File: config.mk
export PLATFORM = sky130hd
export DESIGN_NAME = calc_undo_flat
export DESIGN_NICKNAME = d
export VERILOG_FILES = /design/src/rtl/calc_undo_if.sv /design/src/rtl/calc_undo.sv /design/src/flat_wrapper.sv
export SDC_FILE = /design/constraint.sdc
export NUM_CORES = 1
export LEC_CHECK = 0
export ABC_AREA = 1
export BUFFER_PORTS_ARGS = -buffer_cell sky130_fd_sc_hd__clkbuf_2
export CELL_PAD_IN_SITES_DETAIL_PLACEMENT = 0
export CELL_PAD_IN_SITES_GLOBAL_PLACEMENT = 1
export CORE_ASPECT_RATIO = 0.8
export CORE_MARGIN = 1
export CORE_UTILIZATION = 38
export CTS_CLUSTER_DIAMETER = 200
export DETAILED_ROUTE_END_ITERATION = 16
export GPL_TIMING_DRIVEN = 0
export PLACE_DENSITY = 0.79
export SYNTH_ARGS = -nofsm -noshare
export SYNTH_HDL_FRONTEND = slang
export SYNTH_SLANG_ARGS = --single-unit
File: constraint.sdc
create_clock -name clk -period 5.65 [get_ports clk]
set_clock_uncertainty 0.2 [all_clocks]
set_input_delay 0 -clock clk [delete_from_list [all_inputs] [get_ports clk]]
set_output_delay 0 -clock clk [all_outputs]
set_load 0.005 [all_outputs]
File: src/rtl/calc_undo_if.sv
// Operator-panel bundle for the undoable calculator: buttons and operand in,
// accumulator display and status out.
interface calc_undo_if #(
    parameter int WIDTH = 16,
    parameter int DEPTH = 4
);
    logic                         btnl;
    logic                         btnc;
    logic                         btnr;
    logic                         btnd;
    logic                         btnu;
    logic                         btn_undo;
    logic [WIDTH-1:0]             sw;
    logic [WIDTH-1:0]             led;
    logic                         ovf;
    logic                         busy;
    logic [$clog2(DEPTH+1)-1:0]   hist_cnt;

    // The panel (or a bench) drives buttons and switches.
    modport master (
        output btnl, btnc, btnr, btnd, btnu, btn_undo, sw,
        input  led, ovf, busy, hist_cnt
    );

    // The calculator core consumes buttons and shows its state.
    modport slave (
        input  btnl, btnc, btnr, btnd, btnu, btn_undo, sw,
        output led, ovf, busy, hist_cnt
    );
endinterface

File: src/rtl/calc_undo.sv
// Accumulating calculator with a bounded undo history. Single-cycle ALU ops,
// a WIDTH-cycle shift-add signed multiplier, and synchronised button edges.
module calc_undo #(
    parameter int WIDTH = 16,
    parameter int DEPTH = 4
) (
    input  logic          clk,
    input  logic          resetn,
    calc_undo_if.slave    bus
);
    localparam int SH_W  = $clog2(WIDTH);
    localparam int CNT_W = $clog2(DEPTH + 1);
    localparam int PTR_W = (DEPTH > 1) ? $clog2(DEPTH) : 1;
    localparam int PW    = 2 * WIDTH;

    typedef enum logic [2:0] {
        OP_ADD = 3'b000,
        OP_SUB = 3'b001,
        OP_AND = 3'b010,
        OP_OR  = 3'b011,
        OP_XOR = 3'b100,
        OP_SHL = 3'b101,
        OP_ASR = 3'b110,
        OP_MUL = 3'b111
    } op_e;

    typedef enum logic {IDLE, MUL} state_e;

    // Button conditioning: index 2 = clear, 1 = undo, 0 = execute.
    logic [2:0] btn_raw;
    logic [2:0] sync1;
    logic [2:0] sync2;
    logic [2:0] prev;
    logic [2:0] pulse;
    logic       clr_p;
    logic       undo_p;
    logic       exec_p;

    // Architectural state.
    state_e            state;
    logic [WIDTH-1:0]  acc;
    logic              ovf;
    logic              busy;
    logic [CNT_W-1:0]  hist_cnt;
    logic [PTR_W-1:0]  top;
    logic [WIDTH-1:0]  hist_mem [DEPTH];

    // Multiplier datapath.
    logic [SH_W-1:0]   mul_cnt;
    logic [PW-1:0]     prod;
    logic [PW-1:0]     mcand;
    logic [WIDTH-1:0]  mplier;
    logic [PW-1:0]     partial;
    logic [PW-1:0]     prod_next;
    logic              mul_last;
    logic              mul_ovf;

    // ALU results.
    op_e               op;
    logic [SH_W-1:0]   shamt;
    logic [WIDTH:0]    sum_w;
    logic [WIDTH:0]    diff_w;
    logic [WIDTH-1:0]  alu_res;
    logic              alu_ovf;

    // History control.
    logic [PTR_W-1:0]  top_inc;
    logic [PTR_W-1:0]  top_dec;
    logic [WIDTH-1:0]  hist_top;
    logic              commit_exec;
    logic              mul_done;
    logic              push;
    logic              do_undo;

    assign btn_raw = {bus.btnu, bus.btn_undo, bus.btnd};

    // Two-flop synchroniser plus previous-value flop; all preset so a button
    // held through reset release cannot produce an edge.
    always_ff @(posedge clk) begin
        // NOTE: sequential state uses <= so every flop samples pre-edge values.
        if (!resetn) begin
            sync1 <= '1;
            sync2 <= '1;
            prev  <= '1;
        end else begin
            sync1 <= btn_raw;
            sync2 <= sync1;
            prev  <= sync2;
        end
    end

    // Rising-edge pulses, resolved by priority clear > undo > execute.
    assign pulse  = sync2 & ~prev;
    assign clr_p  = pulse[2];
    assign undo_p = pulse[1] & ~pulse[2];
    assign exec_p = pulse[0] & ~pulse[1] & ~pulse[2];

    // Single-cycle ALU over acc (op1) and sw (op2), both signed.
    always_comb begin
        // NOTE: every output gets a default first so no path infers a latch.
        alu_res = '0;
        alu_ovf = 1'b0;
        op      = op_e'({bus.btnl, bus.btnc, bus.btnr});
        shamt   = bus.sw[SH_W-1:0];
        sum_w   = {acc[WIDTH-1], acc} + {bus.sw[WIDTH-1], bus.sw};
        diff_w  = {acc[WIDTH-1], acc} - {bus.sw[WIDTH-1], bus.sw};
        case (op)
            OP_ADD: begin
                alu_res = sum_w[WIDTH-1:0];
                alu_ovf = sum_w[WIDTH] ^ sum_w[WIDTH-1];
            end
            OP_SUB: begin
                alu_res = diff_w[WIDTH-1:0];
                alu_ovf = diff_w[WIDTH] ^ diff_w[WIDTH-1];
            end
            OP_AND:  alu_res = acc & bus.sw;
            OP_OR:   alu_res = acc | bus.sw;
            OP_XOR:  alu_res = acc ^ bus.sw;
            OP_SHL:  alu_res = acc << shamt;
            OP_ASR:  alu_res = $signed(acc) >>> shamt;
            default: alu_res = '0;
        endcase
    end

    // One shift-add step per cycle; the multiplier MSB carries negative
    // weight, so the last step subtracts to give the exact signed product.
    always_comb begin
        partial   = mplier[0] ? mcand : '0;
        mul_last  = (mul_cnt == SH_W'(WIDTH - 1));
        prod_next = mul_last ? (prod - partial) : (prod + partial);
        mul_ovf   = !((&prod_next[PW-1:WIDTH-1]) || !(|prod_next[PW-1:WIDTH-1]));
    end

    // Circular history: top points at the next free slot.
    always_comb begin
        top_inc     = (top == PTR_W'(DEPTH - 1)) ? '0 : top + PTR_W'(1);
        top_dec     = (top == '0) ? PTR_W'(DEPTH - 1) : top - PTR_W'(1);
        hist_top    = hist_mem[top_dec];
        commit_exec = (state == IDLE) && exec_p && (op != OP_MUL);
        mul_done    = (state == MUL) && mul_last;
        push        = clr_p || commit_exec || mul_done;
        do_undo     = (state == IDLE) && undo_p && (hist_cnt != '0);
    end

    // History storage; the pushed value is always the pre-commit accumulator.
    always_ff @(posedge clk) begin
        // NOTE: storage is not reset; hist_cnt alone decides which entries are valid.
        if (push) begin
            hist_mem[top] <= acc;
        end
    end

    // Control FSM with registered accumulator, flags and history bookkeeping.
    always_ff @(posedge clk) begin
        if (!resetn) begin
            state    <= IDLE;
            acc      <= '0;
            ovf      <= 1'b0;
            busy     <= 1'b0;
            hist_cnt <= '0;
            top      <= '0;
            mul_cnt  <= '0;
            prod     <= '0;
            mcand    <= '0;
            mplier   <= '0;
        end else begin
            if (push) begin
                top <= top_inc;
                if (hist_cnt != CNT_W'(DEPTH)) begin
                    hist_cnt <= hist_cnt + CNT_W'(1);
                end
            end else if (do_undo) begin
                top      <= top_dec;
                hist_cnt <= hist_cnt - CNT_W'(1);
            end

            if (clr_p) begin
                acc   <= '0;
                ovf   <= 1'b0;
                state <= IDLE;
                busy  <= 1'b0;
            end else begin
                case (state)
                    IDLE: begin
                        if (undo_p) begin
                            if (do_undo) begin
                                acc <= hist_top;
                                ovf <= 1'b0;
                            end
                        end else if (exec_p) begin
                            if (op == OP_MUL) begin
                                state   <= MUL;
                                busy    <= 1'b1;
                                mul_cnt <= '0;
                                prod    <= '0;
                                mcand   <= {{WIDTH{acc[WIDTH-1]}}, acc};
                                mplier  <= bus.sw;
                            end else begin
                                acc <= alu_res;
                                ovf <= alu_ovf;
                            end
                        end
                    end
                    MUL: begin
                        prod    <= prod_next;
                        mcand   <= mcand << 1;
                        mplier  <= mplier >> 1;
                        mul_cnt <= mul_cnt + SH_W'(1);
                        if (mul_last) begin
                            acc   <= prod_next[WIDTH-1:0];
                            ovf   <= mul_ovf;
                            state <= IDLE;
                            busy  <= 1'b0;
                        end
                    end
                    default: state <= IDLE;
                endcase
            end
        end
    end

    assign bus.led      = acc;
    assign bus.ovf      = ovf;
    assign bus.busy     = busy;
    assign bus.hist_cnt = hist_cnt;

endmodule

File: src/flat_wrapper.sv
// flat-port wrapper written by rule: the top's interface ports become plain ports
module calc_undo_flat 
#(
    parameter int WIDTH = 16,
    parameter int DEPTH = 4
)
  (clk, resetn, bus_btnl, bus_btnc, bus_btnr, bus_btnd, bus_btnu, bus_btn_undo, bus_sw, bus_led, bus_ovf, bus_busy, bus_hist_cnt);
  calc_undo_if #(.WIDTH(WIDTH), .DEPTH(DEPTH)) bus_i ();
  input  logic clk;
  input  logic resetn;
  input wire logic [$bits(bus_i.btnl)-1:0] bus_btnl;
  input wire logic [$bits(bus_i.btnc)-1:0] bus_btnc;
  input wire logic [$bits(bus_i.btnr)-1:0] bus_btnr;
  input wire logic [$bits(bus_i.btnd)-1:0] bus_btnd;
  input wire logic [$bits(bus_i.btnu)-1:0] bus_btnu;
  input wire logic [$bits(bus_i.btn_undo)-1:0] bus_btn_undo;
  input wire logic [$bits(bus_i.sw)-1:0] bus_sw;
  output wire logic [$bits(bus_i.led)-1:0] bus_led;
  output wire logic [$bits(bus_i.ovf)-1:0] bus_ovf;
  output wire logic [$bits(bus_i.busy)-1:0] bus_busy;
  output wire logic [$bits(bus_i.hist_cnt)-1:0] bus_hist_cnt;
  assign bus_i.btnl = bus_btnl;
  assign bus_i.btnc = bus_btnc;
  assign bus_i.btnr = bus_btnr;
  assign bus_i.btnd = bus_btnd;
  assign bus_i.btnu = bus_btnu;
  assign bus_i.btn_undo = bus_btn_undo;
  assign bus_i.sw = bus_sw;
  assign bus_led = bus_i.led;
  assign bus_ovf = bus_i.ovf;
  assign bus_busy = bus_i.busy;
  assign bus_hist_cnt = bus_i.hist_cnt;
  calc_undo #(.WIDTH(WIDTH), .DEPTH(DEPTH)) u_core (.clk(clk), .resetn(resetn), .bus(bus_i));
endmodule
== Word level (Yosys, flattened, before mapping) ==
Memory sizes are Yosys's and may differ from the RTL's.
Cells that the tools add are included.

* Bits in registers: 117
* RAM bits: 64
* Bits of input ports: 24
* Output and inout bits: 21
* Memories: 1

* $add $sub $neg: 9
* Equality and inequality tests: 19
* Shift-type cells: 2
* Muxes and demuxes: 51
* Bitwise gates (word level): 14
* Reduce and logical (&&, ||, !) cells: 21

{| class="wikitable"
|+ Memories
! memory !! depth !! bits a word !! read ports !! clocked after memory_dff !! write ports !! line !! text
|-
| u_core.hist_mem || 4 || 16 || 1 || 0 || 1 || calc_undo.sv:46 || <nowiki>logic [WIDTH-1:0] hist_mem [DEPTH];</nowiki>
|}

{| class="wikitable"
|+ Operators with widths
! cell !! number
|-
| $mux W32 || 8
|-
| $mux W16 || 8
|-
| $pmux W32 S2 || 2
|-
| $pmux W16 S7 || 1
|-
| $pmux W16 S2 || 2
|-
| $add A32 B32 Y32 || 1
|-
| $sub A32 B32 Y32 || 1
|-
| $add A16 B16 Y17 || 1
|-
| $reduce_and A17 Y1 || 1
|-
| $reduce_or A17 Y1 || 1
|-
| $sub A16 B16 Y17 || 1
|-
| $and A16 B16 Y16 || 1
|-
| $or A16 B16 Y16 || 1
|-
| $shl A16 B4 Y16 || 1
|-
| $sshr A16 B4 Y16 || 1
|-
| $xor A16 B16 Y16 || 1
|-
| $mux W1 || 15
|-
| $eq A3 B3 Y1 const B || 4
|-
| $mux W4 || 3
|-
| $reduce_and A4 Y1 || 3
|-
| $mux W3 || 3
|-
| $ne A3 B3 Y1 const B || 3
|-
| $mux W2 || 4
|-
| $ne A2 B2 Y1 const B || 4
|-
| other kinds (28) || 45
|}

== Depth between registers and ports, before layout ==
* Depth after elaboration: 11
* Depth in mapped cells: 30

== Worst setup path before layout ==
No wires, ideal clock.

* Path kind: flip-flop to flip-flop
* Start point: register u_core.mplier[0]
* End point: register u_core.ovf (netlist: u_core.bus.ovf)
* Library setup time: 122 ps
* Data arrival time: 3335 ps
* Path slack: 1993 ps
* Stages on the path, launching flop included: 28
* Path buffers: 1
* Period minus slack after synthesis: 3657 ps
* Cells stage by stage: dfxtp_1 > buf_6 > nand2_2 > ha_1 > nand3_4 > a21oi_4 > nand3b_4 > nor2_2 > nand3_2 > nor2_4 > nand3_2 > nor2_2 > nor2_1 > xor2_1 > ha_1 > nand2_1 > inv_1 > nand2_1 > and2_1 > nand2_1 > a21oi_1 > nand2_1 > a21oi_1 > nand3_1 > nand2_1 > nand3_1 > nand3_1 > a21oi_2

* Longest elaborated chain between the ends: 9
* Elaborated cells on any way between the ends: 11
* Those cells by class: add/sub (2); mux (4); reduce/logical (5)

{| class="wikitable"
|+ Ends and longest elaborated chain
! item !! line !! text
|-
| from (decl) || calc_undo.sv:52 || <nowiki>logic [WIDTH-1:0] mplier;</nowiki>
|-
| from (signal assigned) || calc_undo.sv:197 || <nowiki>mplier <= bus.sw;</nowiki>
|-
| from (signal assigned) || calc_undo.sv:207 || <nowiki>mplier <= mplier >> 1;</nowiki>
|-
| $mux W32 (*) || calc_undo.sv:128 || <nowiki>partial = mplier[0] ? mcand : '0;</nowiki>
|-
| $add A32 B32 Y32 or $sub A32 B32 Y32 (tied branches) || calc_undo.sv:130 || <nowiki>prod_next = mul_last ? (prod - partial) : (prod + partial);</nowiki>
|-
| $mux W32 (*) || calc_undo.sv:130 ||
|-
| $reduce_or A17 Y1 || calc_undo.sv:131 || <nowiki>mul_ovf = !((&prod_next[PW-1:WIDTH-1]) || !(|prod_next[PW-1:WIDTH-1]));</nowiki>
|-
| $logic_not A1 Y1 || calc_undo.sv:131 ||
|-
| $logic_or A1 B1 Y1 (*) || calc_undo.sv:131 ||
|-
| $logic_not A1 Y1 (*) || calc_undo.sv:131 ||
|-
| $mux W1 (*) || calc_undo.sv:209 || <nowiki>if (mul_last) begin</nowiki>
|-
| $pmux W1 S2 (*) || calc_undo.sv:183 || <nowiki>case (state)</nowiki>
|-
| to (signal assigned) || calc_undo.sv:200 || <nowiki>ovf <= alu_ovf;</nowiki>
|-
| to (signal assigned) || calc_undo.sv:211 || <nowiki>ovf <= mul_ovf;</nowiki>
|-
| to (decl) || calc_undo.sv:42 || <nowiki>logic ovf;</nowiki>
|}

Every way passes the cells marked *; elsewhere a longest branch is shown, timed or not. The select of a mux whose other input is x is not followed.
A chain may end at the register's enable or synchronous reset.

== Final worst setup path ==
* Start point: register u_core.mul_cnt[0]
* End point: register u_core.ovf (netlist: u_core.bus.ovf)

* Longest elaborated chain between the ends: 8
* Elaborated cells on any way between the ends: 11
* Those cells by class: eq/ne (2); mux (3); reduce/logical (6)

{| class="wikitable"
|+ Ends and longest elaborated chain
! item !! line !! text
|-
| from (decl) || calc_undo.sv:49 || <nowiki>logic [SH_W-1:0] mul_cnt;</nowiki>
|-
| from (signal assigned) || calc_undo.sv:208 || <nowiki>mul_cnt <= mul_cnt + SH_W'(1);</nowiki>
|-
| $eq A4 B4 Y1 (*) || calc_undo.sv:129 || <nowiki>mul_last = (mul_cnt == SH_W'(WIDTH - 1));</nowiki>
|-
| $mux W32 || calc_undo.sv:130 ||
|-
| $reduce_or A17 Y1 || calc_undo.sv:131 ||
|-
| $logic_not A1 Y1 || calc_undo.sv:131 ||
|-
| $logic_or A1 B1 Y1 || calc_undo.sv:131 ||
|-
| $logic_not A1 Y1 || calc_undo.sv:131 ||
|-
| $mux W1 || calc_undo.sv:209 ||
|-
| $pmux W1 S2 || calc_undo.sv:183 ||
|}

Marked as above.

==> results.cfg <==
[status]
run_status = finished, final reports clean

[route]
wl_per_cell_um = 20.2
vias = 15400
number_of_iterations_in_the_first_detailed_routing_pass = 5
drt_wl_total_um = 56300
detail_route.iter0.violations = 1892
route.detailed.vias_per_inst = 5.51
remaining_drc_errors = 0
drtAntennaViolNets = 0

[run]
number_of_max_cap_violations = 0

[logic_synthesis]
warnings_from_yosys = 0
synthCells = 2201
synth.lib_cells_used.distinct = 59
mappedNetlistArea_um2 = 14200
synth_seq_area_share_pct = 29.9
post-synth-top-count-cell = sky130_fd_sc_hd__nand2_1
synth.cells.most_frequent = sky130_fd_sc_hd__nand2_1, sky130_fd_sc_hd__inv_1, sky130_fd_sc_hd__nor2_1
netlist_top_cells_area = sky130_fd_sc_hd__nand2_1, sky130_fd_sc_hd__dfxtp_1, sky130_fd_sc_hd__edfxtp_1
dominantRegCellSynth = sky130_fd_sc_hd__dfxtp_1
synth-async-reset-ratio_pct = 0
avgSynthCellArea_um2 = 6.47
synth-seq-cells = 181
post-synth-top-area-fraction_pct = 18.2
post-synth-top-area-cell = sky130_fd_sc_hd__nand2_1
synth_edf_count = 64
syn-num-nets = 2315

[clock_tree]
library_cell_used_as_clock_root_buffer = sky130_fd_sc_hd__clkbuf_16
cts.sinks = 181
cts-buffers-inserted = 17
cts-root-to-sink-buffers = 2
clk_latency_ns = 0.47
tritoncts = yes
clkSlewWorstSetupHoldPaths_ns = 0.08
maximum_level_of_the_cts_h_tree = 4

[global_route]
via_count_of_the_first_global_routing_pass = 13800
largest_net_degree_at_the_start_of_global_routing = 20
grt_usage_pct = 29.4
grt_first_pass_wirelength_um = 83600
grt_antenna_before_repair = 1
overflow = 0

[critical_path]
reg2reg_setup_slack_ns = 0.82
worstPathArrival_ns = 4.99
startpoint = u_core.mul_cnt[0]$_SDFFE_PN0P_
worst_ep_required_time_ns = 5.81
rr_startpoint = u_core.mul_cnt[0]$_SDFFE_PN0P_
timing.setup.critical_path_class = reg -> reg
critical_path.slowest_cell = sky130_fd_sc_hd__xor2_1
worstPathCellList = ha_1 -> inv_1 -> nor3_1 -> buf_2 -> buf_1 -> nor2_1 -> xor2_1 -> ha_1 -> nand2_1 -> inv_1 -> a21oi_1 -> nand2_1 -> a21oi_1 -> nand2_1 -> a21oi_1 -> nand3_1 -> nand2_1 -> nand3_1 -> nand3_1 -> a21oi_2
worstSetupEndpointType = flop
worstReg2RegEnd = u_core.bus.ovf$_SDFFE_PP0P_
timing.critical_path.from_type = flop
worst_path_largest_cell_delay_ns = 0.48
worst_path_most_repeated_cell = sky130_fd_sc_hd__nand2_1
worst_reg_to_reg_path_cell_count = 20
timing.critical_path.fanout_max = 10

[placement]
place_area_um2 = 15100
detailedPlacementHpwl_um = 43800
gpl.final_weighted_congestion = 1.03
placement.io_buffers = 42

[final_layout]
areaGrowthSynthToFinish_pct = 11.7
layout.cell_area.non_filler_um2 = 15900
regArea_um2 = 4260
n_fill_cell = 3905
nets = 2402
multiInputGateArea_um2 = 8560
drive_above_1_share_pct = 6.87

[sta]
final.min_clock_period_ns = 4.83
fin_tns_setup_ns = 0
fmaxAchievable_mhz = 207
slew_headroom_pct = 30.7
rsz_0062_raised_after_global_routing = false
finalHoldViolCount = 0
final_setup_vio_count = 0
final_clock_period_utilization_by_the_worst_path_pct = 85.5
slew_violations = 0
tightestPinTransition_ns = 1.04

[die]
num_io_pins = 45
chipWidth_um = 218
die_h_um = 175
fp-row-count = 63
initial_utilization_pct = 38.5
dieArea_um2 = 38300
core_region_area_um2 = 37000

[power]
areal_power_density_over_the_cells_nw_per_um2 = 203
leakage_uw = 0.00726
ir_worst_vdd_mv = 0.222

[hold_path]
hold-path-cell-count = 3
worstHoldPathType = in -> reg
worst_hold_startpoint = bus_btn_undo
hold-path-endpoint = u_core.sync1[1]$_SDFF_PN1_
cell type report:
| type | instances | share of cell area (%) |
|---|---|---|
| multi-input combinational | 1657 | 53.8 |
| sequential | 181 | 26.8 |
| inverter | 279 | 6.58 |
| tap | 487 | 3.83 |
| timing repair buffer | 68 | 2.96 |
| clock buffer | 17 | 2.67 |
| buffer | 84 | 2.34 |
| clock inverter | 15 | 0.936 |
| antenna | 1 | 0.0157 |
layout by cell type (no fill, tap or decap), types with 13 or more instances in the layout:
cell	instances
sky130_fd_sc_hd__nand2_1	692
sky130_fd_sc_hd__inv_1	267
sky130_fd_sc_hd__nor2_1	163
sky130_fd_sc_hd__o21ai_0	154
sky130_fd_sc_hd__a21oi_1	153
sky130_fd_sc_hd__nand3_1	120
sky130_fd_sc_hd__dfxtp_1	117
sky130_fd_sc_hd__ha_1	86
sky130_fd_sc_hd__edfxtp_1	64
sky130_fd_sc_hd__a31oi_1	55
sky130_fd_sc_hd__clkbuf_1	54
sky130_fd_sc_hd__clkbuf_2	42
sky130_fd_sc_hd__dlygate4sd3_1	26
sky130_fd_sc_hd__o22ai_1	23
sky130_fd_sc_hd__nor3_1	20
sky130_fd_sc_hd__buf_2	19
sky130_fd_sc_hd__xor2_1	17
sky130_fd_sc_hd__clkbuf_16	17
sky130_fd_sc_hd__o211ai_1	15
sky130_fd_sc_hd__xnor2_1	14
sky130_fd_sc_hd__nand4_1	13
sky130_fd_sc_hd__nor2_2	13
worst max-delay path by stage:
stage / depth (start not counted) / slack [ns] / to
2_1_floorplan: 27 / 1.99 / u_core.bus.ovf$_SDFFE_PP0P_
3_3_place_gp: 22 / 1.05 / u_core.bus.ovf$_SDFFE_PP0P_
3_5_place_dp: 20 / 1.04 / u_core.bus.ovf$_SDFFE_PP0P_
4_1_cts: 20 / 1.02 / u_core.bus.ovf$_SDFFE_PP0P_
5_1_grt: 22 / 0.53 / u_core.bus.ovf$_SDFFE_PP0P_
6_report: 20 / 0.82 / u_core.bus.ovf$_SDFFE_PP0P_
critical path: cells and delay by family (launching register included):
kind | cells | cell delay (ns)
buf+inv | 4 | 0.81
compound gates | 4 | 0.88
flops | 1 | 0.38
simple gates | 9 | 1.37
xor+xnor | 1 | 0.48
fa+ha+maj | 2 | 0.59
registers in the layout, summed over array words and instances, names as in the netlist, 4 cells and up:
signal	flops
u_core.bus.led	16
u_core.hist_mem	64
u_core.mcand	32
u_core.mplier	16
u_core.mul_cnt	4
u_core.prod	32
where the power goes:
| part | leakage, uW | internal (uW) | switching (uW) | total [uW] |
|---|---|---|---|---|
| registers | 0.00154 | 1370 | 47.9 | 1410 |
| logic | 0.00544 | 179 | 437 | 616 |
| clock network | 0.000277 | 588 | 614 | 1200 |
routing by layer:
layer  part of all wire, %  GRT usage (%)
met1                    48           45.1
met2                    38           38.5
met3                    12           9.40
met4                   1.4           6.85
met5                     0              0
through the flow:
step	power (uW)	instances	worst slack, ns	hold slack (ns)	util (%)
after floorplan	1800	2201	1.99	-0.0934	-
after global placement	2020	2730	1.05	-0.0139	40.7
after detailed placement	2020	2730	1.04	-0.0105	40.8
after CTS	3210	2788	1.02	0.0364	43.0
after global routing	3350	2788	0.525	0.0555	43.0
final	3230	2789	0.819	0.0487	43.0
what timing repair did:
| action | 4_1_cts | 5_1_grt |
|---|---|---|
| hold buffers | 26 | 0 |
| hold endpoints to repair | 17 | 0 |
| setup buffers | 0 | 0 |
| resized for setup | 0 | 0 |
logic make-up after synthesis:
logic type,after synthesis,share of synthesized area [%]
compound gates,461,18.3
xor+xnor,31,1.91
fa+ha+maj,90,8.12
buf+inv,363,9.97
flops,181,29.9
mux,9,0.633
simple gates,1066,31.1
Power figures use the tool's default switching activity.
